==> config.mk <==
export PLATFORM = sky130hd
export DESIGN_NAME = spi_target_byte
export DESIGN_NICKNAME = d
export VERILOG_FILES = /design/src/rtl/spi_target_byte.sv
export SDC_FILE = /design/constraint.sdc
export NUM_CORES = 1
export LEC_CHECK = 0
export CAP_MARGIN = 20
export CORE_MARGIN = 2
export CORE_UTILIZATION = 45
export DETAILED_ROUTE_END_ITERATION = 6
export PLACE_DENSITY = 0.77
export SLEW_MARGIN = 20
export SYNTH_ARGS = -nofsm -noshare
export SYNTH_HDL_FRONTEND = slang
export SYNTH_SLANG_ARGS = --single-unit
==> constraint.sdc <==
create_clock -name sys_clk -period 3.6 [get_ports sys_clk]
set_input_delay 0.54 -clock sys_clk [delete_from_list [all_inputs] [get_ports sys_clk]]
set_output_delay 0.54 -clock sys_clk [all_outputs]
set_load 0.01 [all_outputs]
==> src/rtl/spi_target_byte.sv <==
// spi_target_byte
//   Fabric-side SPI target, mode 0 (CPOL=0, CPHA=0), MSB first. All SPI pins are
//   oversampled in the sys_clk domain. Received words are presented on a
//   valid-only interface. Response words are accepted through a one-entry
//   valid/ready holding register.
//
// Ports
//   sys_clk      : system clock, all logic on the rising edge
//   reset_n      : synchronous active-low reset
//   sclk/nss/mosi: asynchronous SPI pins from the master
//   miso         : target-out data bit
//   miso_oe      : high while a frame is active; the pad drives miso only when set
//   rx_data      : last complete received word
//   rx_valid     : 1-cycle pulse when rx_data updates
//   tx_data      : next response word
//   tx_valid     : tx_data offered
//   tx_ready     : holding register empty (transfer on tx_valid & tx_ready)
//   tx_underrun  : 1-cycle pulse when DUMMY_WORD was loaded from an empty holding register
//   frame_active : FSM is in the SHIFT state
module spi_target_byte #(
    parameter int unsigned       DATA_W      = 8,
    parameter int unsigned       SYNC_STAGES = 2,
    parameter logic [DATA_W-1:0] DUMMY_WORD  = {DATA_W{1'b1}}
) (
    input  logic              sys_clk,
    input  logic              reset_n,
    input  logic              sclk,
    input  logic              nss,
    input  logic              mosi,
    output logic              miso,
    output logic              miso_oe,
    output logic [DATA_W-1:0] rx_data,
    output logic              rx_valid,
    input  logic [DATA_W-1:0] tx_data,
    input  logic              tx_valid,
    output logic              tx_ready,
    output logic              tx_underrun,
    output logic              frame_active
);

    localparam int unsigned CNT_W = (DATA_W > 1) ? $clog2(DATA_W) : 1;

    typedef enum logic {
        ST_IDLE,
        ST_SHIFT
    } state_e;

    // Pin synchronisers plus one history flop for edge detection.
    logic [SYNC_STAGES-1:0] sclk_sync_q, nss_sync_q, mosi_sync_q;
    logic                   sclk_hist_q, nss_hist_q;
    logic                   sclk_s, nss_s, mosi_s;
    logic                   sclk_rise, sclk_fall, nss_rise, nss_fall;

    // Holding register and shifters.
    logic [DATA_W-1:0] hold_q;
    logic              hold_full_q;
    logic [DATA_W-2:0] shift_tx_q;   // bits still to be sent after the one on miso
    logic [DATA_W-2:0] rx_shift_q;
    logic [CNT_W-1:0]  bit_cnt_q;
    logic              word_done_q;
    state_e            state_q;

    logic              miso_q, miso_oe_q, rx_valid_q, tx_underrun_q, frame_active_q;
    logic [DATA_W-1:0] rx_data_q;

    logic              load_d;
    logic              tx_write_d;
    logic [DATA_W-1:0] next_word_d;

    assign sclk_s = sclk_sync_q[SYNC_STAGES-1];
    assign nss_s  = nss_sync_q[SYNC_STAGES-1];
    assign mosi_s = mosi_sync_q[SYNC_STAGES-1];

    assign sclk_rise = sclk_s & ~sclk_hist_q;
    assign sclk_fall = ~sclk_s & sclk_hist_q;
    assign nss_rise  = nss_s & ~nss_hist_q;
    assign nss_fall  = ~nss_s & nss_hist_q;

    // nss flops reset low: a select held low through reset looks like "no edge"
    // until the master deselects and selects again.
    always_ff @(posedge sys_clk) begin
        if (!reset_n) begin
            sclk_sync_q <= '0;
            nss_sync_q  <= '0;
            mosi_sync_q <= '0;
            sclk_hist_q <= 1'b0;
            nss_hist_q  <= 1'b0;
        end else begin
            sclk_sync_q <= {sclk_sync_q[SYNC_STAGES-2:0], sclk};
            nss_sync_q  <= {nss_sync_q[SYNC_STAGES-2:0], nss};
            mosi_sync_q <= {mosi_sync_q[SYNC_STAGES-2:0], mosi};
            sclk_hist_q <= sclk_s;
            nss_hist_q  <= nss_s;
        end
    end

    // A load happens at frame start and on the sclk fall after a completed word;
    // nss rise wins over a coincident sclk fall, so no load then.
    always_comb begin
        load_d      = ((state_q == ST_IDLE) && nss_fall) ||
                      ((state_q == ST_SHIFT) && !nss_rise && sclk_fall && word_done_q);
        tx_write_d  = tx_valid && !hold_full_q;
        next_word_d = hold_full_q ? hold_q : DUMMY_WORD;
    end

    // A write coinciding with a load from an empty register is still captured;
    // the load itself sees the old empty state and takes DUMMY_WORD.
    always_ff @(posedge sys_clk) begin
        if (!reset_n) begin
            hold_q      <= '0;
            hold_full_q <= 1'b0;
        end else if (load_d && hold_full_q) begin
            hold_full_q <= 1'b0;
        end else if (tx_write_d) begin
            hold_q      <= tx_data;
            hold_full_q <= 1'b1;
        end
    end

    always_ff @(posedge sys_clk) begin
        if (!reset_n) begin
            state_q        <= ST_IDLE;
            miso_q         <= 1'b0;
            miso_oe_q      <= 1'b0;
            rx_data_q      <= '0;
            rx_valid_q     <= 1'b0;
            tx_underrun_q  <= 1'b0;
            frame_active_q <= 1'b0;
            bit_cnt_q      <= '0;
            word_done_q    <= 1'b0;
            shift_tx_q     <= '0;
            rx_shift_q     <= '0;
        end else begin
            rx_valid_q    <= 1'b0;
            tx_underrun_q <= 1'b0;
            case (state_q)
                ST_IDLE: begin
                    if (nss_fall) begin
                        shift_tx_q     <= next_word_d[DATA_W-2:0];
                        miso_q         <= next_word_d[DATA_W-1];
                        tx_underrun_q  <= ~hold_full_q;
                        miso_oe_q      <= 1'b1;
                        frame_active_q <= 1'b1;
                        bit_cnt_q      <= '0;
                        word_done_q    <= 1'b0;
                        state_q        <= ST_SHIFT;
                    end
                end
                ST_SHIFT: begin
                    if (nss_rise) begin
                        miso_q         <= 1'b0;
                        miso_oe_q      <= 1'b0;
                        frame_active_q <= 1'b0;
                        bit_cnt_q      <= '0;
                        word_done_q    <= 1'b0;
                        state_q        <= ST_IDLE;
                    end else if (sclk_rise) begin
                        rx_shift_q <= {rx_shift_q[DATA_W-3:0], mosi_s};
                        if (bit_cnt_q == CNT_W'(DATA_W - 1)) begin
                            rx_data_q   <= {rx_shift_q, mosi_s};
                            rx_valid_q  <= 1'b1;
                            bit_cnt_q   <= '0;
                            word_done_q <= 1'b1;
                        end else begin
                            bit_cnt_q <= bit_cnt_q + CNT_W'(1);
                        end
                    end else if (sclk_fall) begin
                        if (word_done_q) begin
                            shift_tx_q    <= next_word_d[DATA_W-2:0];
                            miso_q        <= next_word_d[DATA_W-1];
                            tx_underrun_q <= ~hold_full_q;
                            word_done_q   <= 1'b0;
                        end else begin
                            miso_q     <= shift_tx_q[DATA_W-2];
                            shift_tx_q <= {shift_tx_q[DATA_W-3:0], 1'b0};
                        end
                    end
                end
                default: state_q <= ST_IDLE;
            endcase
        end
    end

    assign miso         = miso_q;
    assign miso_oe      = miso_oe_q;
    assign rx_data      = rx_data_q;
    assign rx_valid     = rx_valid_q;
    assign tx_ready     = ~hold_full_q;
    assign tx_underrun  = tx_underrun_q;
    assign frame_active = frame_active_q;

endmodule
==> flow_metrics.tcl <==
set metrics [dict create \
    slew_headroom_pct 51.0 \
    cts_setup_buffers 0 \
    ctsHoldBuffers 0 \
    start_kind "register" \
    clock-sinks 48 \
    clock-root-buffer "clkbuf_8" \
    whs_endpoint "nss_sync_q[1]" \
    fmax_ghz 0.501 \
    vias 1463 \
    power_density_mw_per_mm2 443 \
    hold_start "nss_sync_q[0]" \
    die_w_um 69.8 \
    rr_worst_depth 6 \
    grt_max_degree 27 \
    routed_wl_mm 3.57 \
    post_cts_resized 0 \
    drc 0 \
    rsz0062_at_grt "false" \
    synth-edff-count 0 \
    cts_buffers 5 \
    fin_nets 254 \
    grt_pass1_wl_mm 6.29 \
    path_clk_slew_ps 80 \
    setup_tns_ps 0 \
    clkLatencyLatePin_ps 300 \
    grt_pass1_vias 1430 \
    hold_path.class "reg -> reg" \
    setup_viol 0 \
    dr.pass1.iters 4 \
    dpl.hpwl_mm 2.44 \
    reg2reg_from "sclk_hist_q" \
    synth_flop_cell "dfxtp_1" \
    grt-ovfl-total 0 \
    drive_gt1_share_pct 6.75 \
    cts_tree "built" \
    rows 23 \
    drv_cap 0 \
    stdcell_area_sq_mm 0.00233 \
    wl_per_cell_um 12.5 \
    area_growth_pct 19.8 \
    fin_skew_ps 5.35 \
    pin_count 28 \
    io_buffers 27 \
    hold-path-cell-count 1 \
    cp.required_ps 3060 \
    peakVddDrop_v 0.000281 \
    h-tree-depth 2 \
    critPathCaptureType "output port" \
    synth_cell_types 33 \
    final_cell_mix "nand2_1, dfxtp_1, clkdlybuf4s50_1" \
    synth_cells 216 \
    p_leak_nw 0.825 \
    ant_nets 0 \
    die_area_sq_mm 0.00487 \
    drtIter0Drc 66 \
    synth.avg_cell_area_sq_um 9.01 \
    ys_async_sr_fraction_pct 0 \
    yosysSeqAreaShare_pct 49.4 \
    track_usage_pct 15.9 \
    start_util_pct 47.6 \
    synth_nets 234 \
    hold_violations 0 \
    fin_crit_sh_pct 55.5 \
    n_antenna_cell 0 \
    path_class "reg -> out" \
    dieHeight_um 69.8 \
    yosysWarnings 0 \
    netlist_area_sq_mm 0.00195 \
    antenna_found_initial 0 \
    tightestPinTransition_ps 732 \
    finalMaxSlewViolations 0 \
    status "completed" \
    clk_path_buf_depth 2 \
    regToRegSetupSlack_ps 1940 \
    gp_congestion 0.744 \
    worst-path-max-fanout 9 \
    final_common_cell "nand2_1" \
    post_drt_via_cell_ratio 5.10 \
    finalCriticalPeriod_ps 2000 \
    startpoint "hold_full_q" \
    coreArea_sq_mm 0.00409 \
    dpl-instance-area_sq_mm 0.00221 \
    r2r-end "shift_tx_q[6]" \
    worstPathArrival_ps 1460 \
    ys_ff_latch 48 \
]
==> logic make-up (layout without fill, tap and decap cells) <==
family / after synthesis / count (layout) / synth area share, %
and+or+nand+nor: 91 / 91 / 23.3
AOI/OAI and AO/OA: 53 / 53 / 19.7
DFF: 48 / 48 / 49.4
buffers and inverters: 20 / 41 / 5.08
adders and majority gates: 4 / 4 / 2.57
==> through the flow <==
| stage | setup WS, ps | hold slack [ps] | std cells | util [%] | power [mW] |
|---|---|---|---|---|---|
| final | 1600 | 437 | 287 | 57.1 | 1.03 |
| after global routing | 1490 | 452 | 287 | 57.1 | 1.08 |
| after CTS | 1570 | 441 | 287 | 57.1 | 1.05 |
| after detailed placement | 1420 | 420 | 279 | 54.1 | 0.645 |
| after global placement | 1460 | 414 | 279 | 54.1 | 0.643 |
| after floorplan | 2190 | 412 | 216 | - | 0.615 |
==> worst max-delay path: stages (launching register included) <==
cell and delay (ps):
dfxtp_1 510, inv_1 150, clkdlybuf4s50_1 500
==> power breakdown <==
part	leakage (nW)	switching (mW)	internal (mW)
registers	0.390	0.0105	0.546
clock network	0.0614	0.174	0.227
logic	0.374	0.0372	0.0386
total	0.825	0.222	0.811
==> flip-flops by register name, indices dropped and copies added, names as in the netlist <==
| register | cells |
|---|---|
| hold_q | 8 |
| rx_data | 8 |
| rx_shift_q | 7 |
| shift_tx_q | 7 |
| bit_cnt_q | 3 |
| mosi_sync_q | 2 |
| nss_sync_q | 2 |
| sclk_sync_q | 2 |
| frame_active | 1 |
| hold_full_q | 1 |
| miso | 1 |
| nss_hist_q | 1 |
| rx_valid | 1 |
| sclk_hist_q | 1 |
| state_q | 1 |
| tx_underrun | 1 |
| word_done_q | 1 |
==> how the worst max path moves through the flow <==
stage                    endpoint  slack (ps)  cells past startpoint
global route             tx_ready        1490                      2
global placement    shift_tx_q[5]        1460                      4
floorplan                    miso        2190                      6
finish                   tx_ready        1600                      2
CTS                      tx_ready        1570                      2
detailed placement  shift_tx_q[6]        1420                      4
==> cell type report <==
cell class | instances | area [sq um]
Fill cell | 366 | 1750
Sequential cell | 48 | 961
Tap cell | 50 | 62.6
Inverter | 4 | 15.0
Multi-Input combinational cell | 148 | 887
Clock buffer | 6 | 82.6
Timing Repair Buffer | 29 | 285
Clock inverter | 2 | 38.8
==> cells in the mapped netlist, types with 2 or more instances <==
cell type | number | area share (%)
a32o_1 | 3 | 1.5
buf_2 | 4 | 1.0
nor2b_1 | 5 | 1.6
o21ai_0 | 17 | 4.4
nand2_1 | 49 | 9.4
nand3b_1 | 6 | 2.3
inv_1 | 3 | 0.58
nand2b_1 | 3 | 0.96
buf_4 | 3 | 1.2
dfxtp_1 | 48 | 49
o221a_2 | 2 | 1.2
a21boi_0 | 16 | 6.2
nand3_1 | 9 | 2.3
and3_1 | 4 | 1.3
o2111ai_1 | 7 | 3.1
and2_1 | 8 | 2.6
nor2_1 | 2 | 0.39
ha_1 | 4 | 2.6
clkbuf_1 | 8 | 1.5
a21oi_1 | 2 | 0.51
==> layer usage <==
layer | global-route usage (%) | vias up | share of wire, %
met4 | 6.84 | 0 | 1.4
met1 | 20.1 | 644 | 50
li1 | - | 784 | -
met2 | 25.9 | 30 | 45
met3 | 3.49 | 5 | 4.1
met5 | 0 | - | 0
No activity file was read; power rests on OpenSTA's default activity.
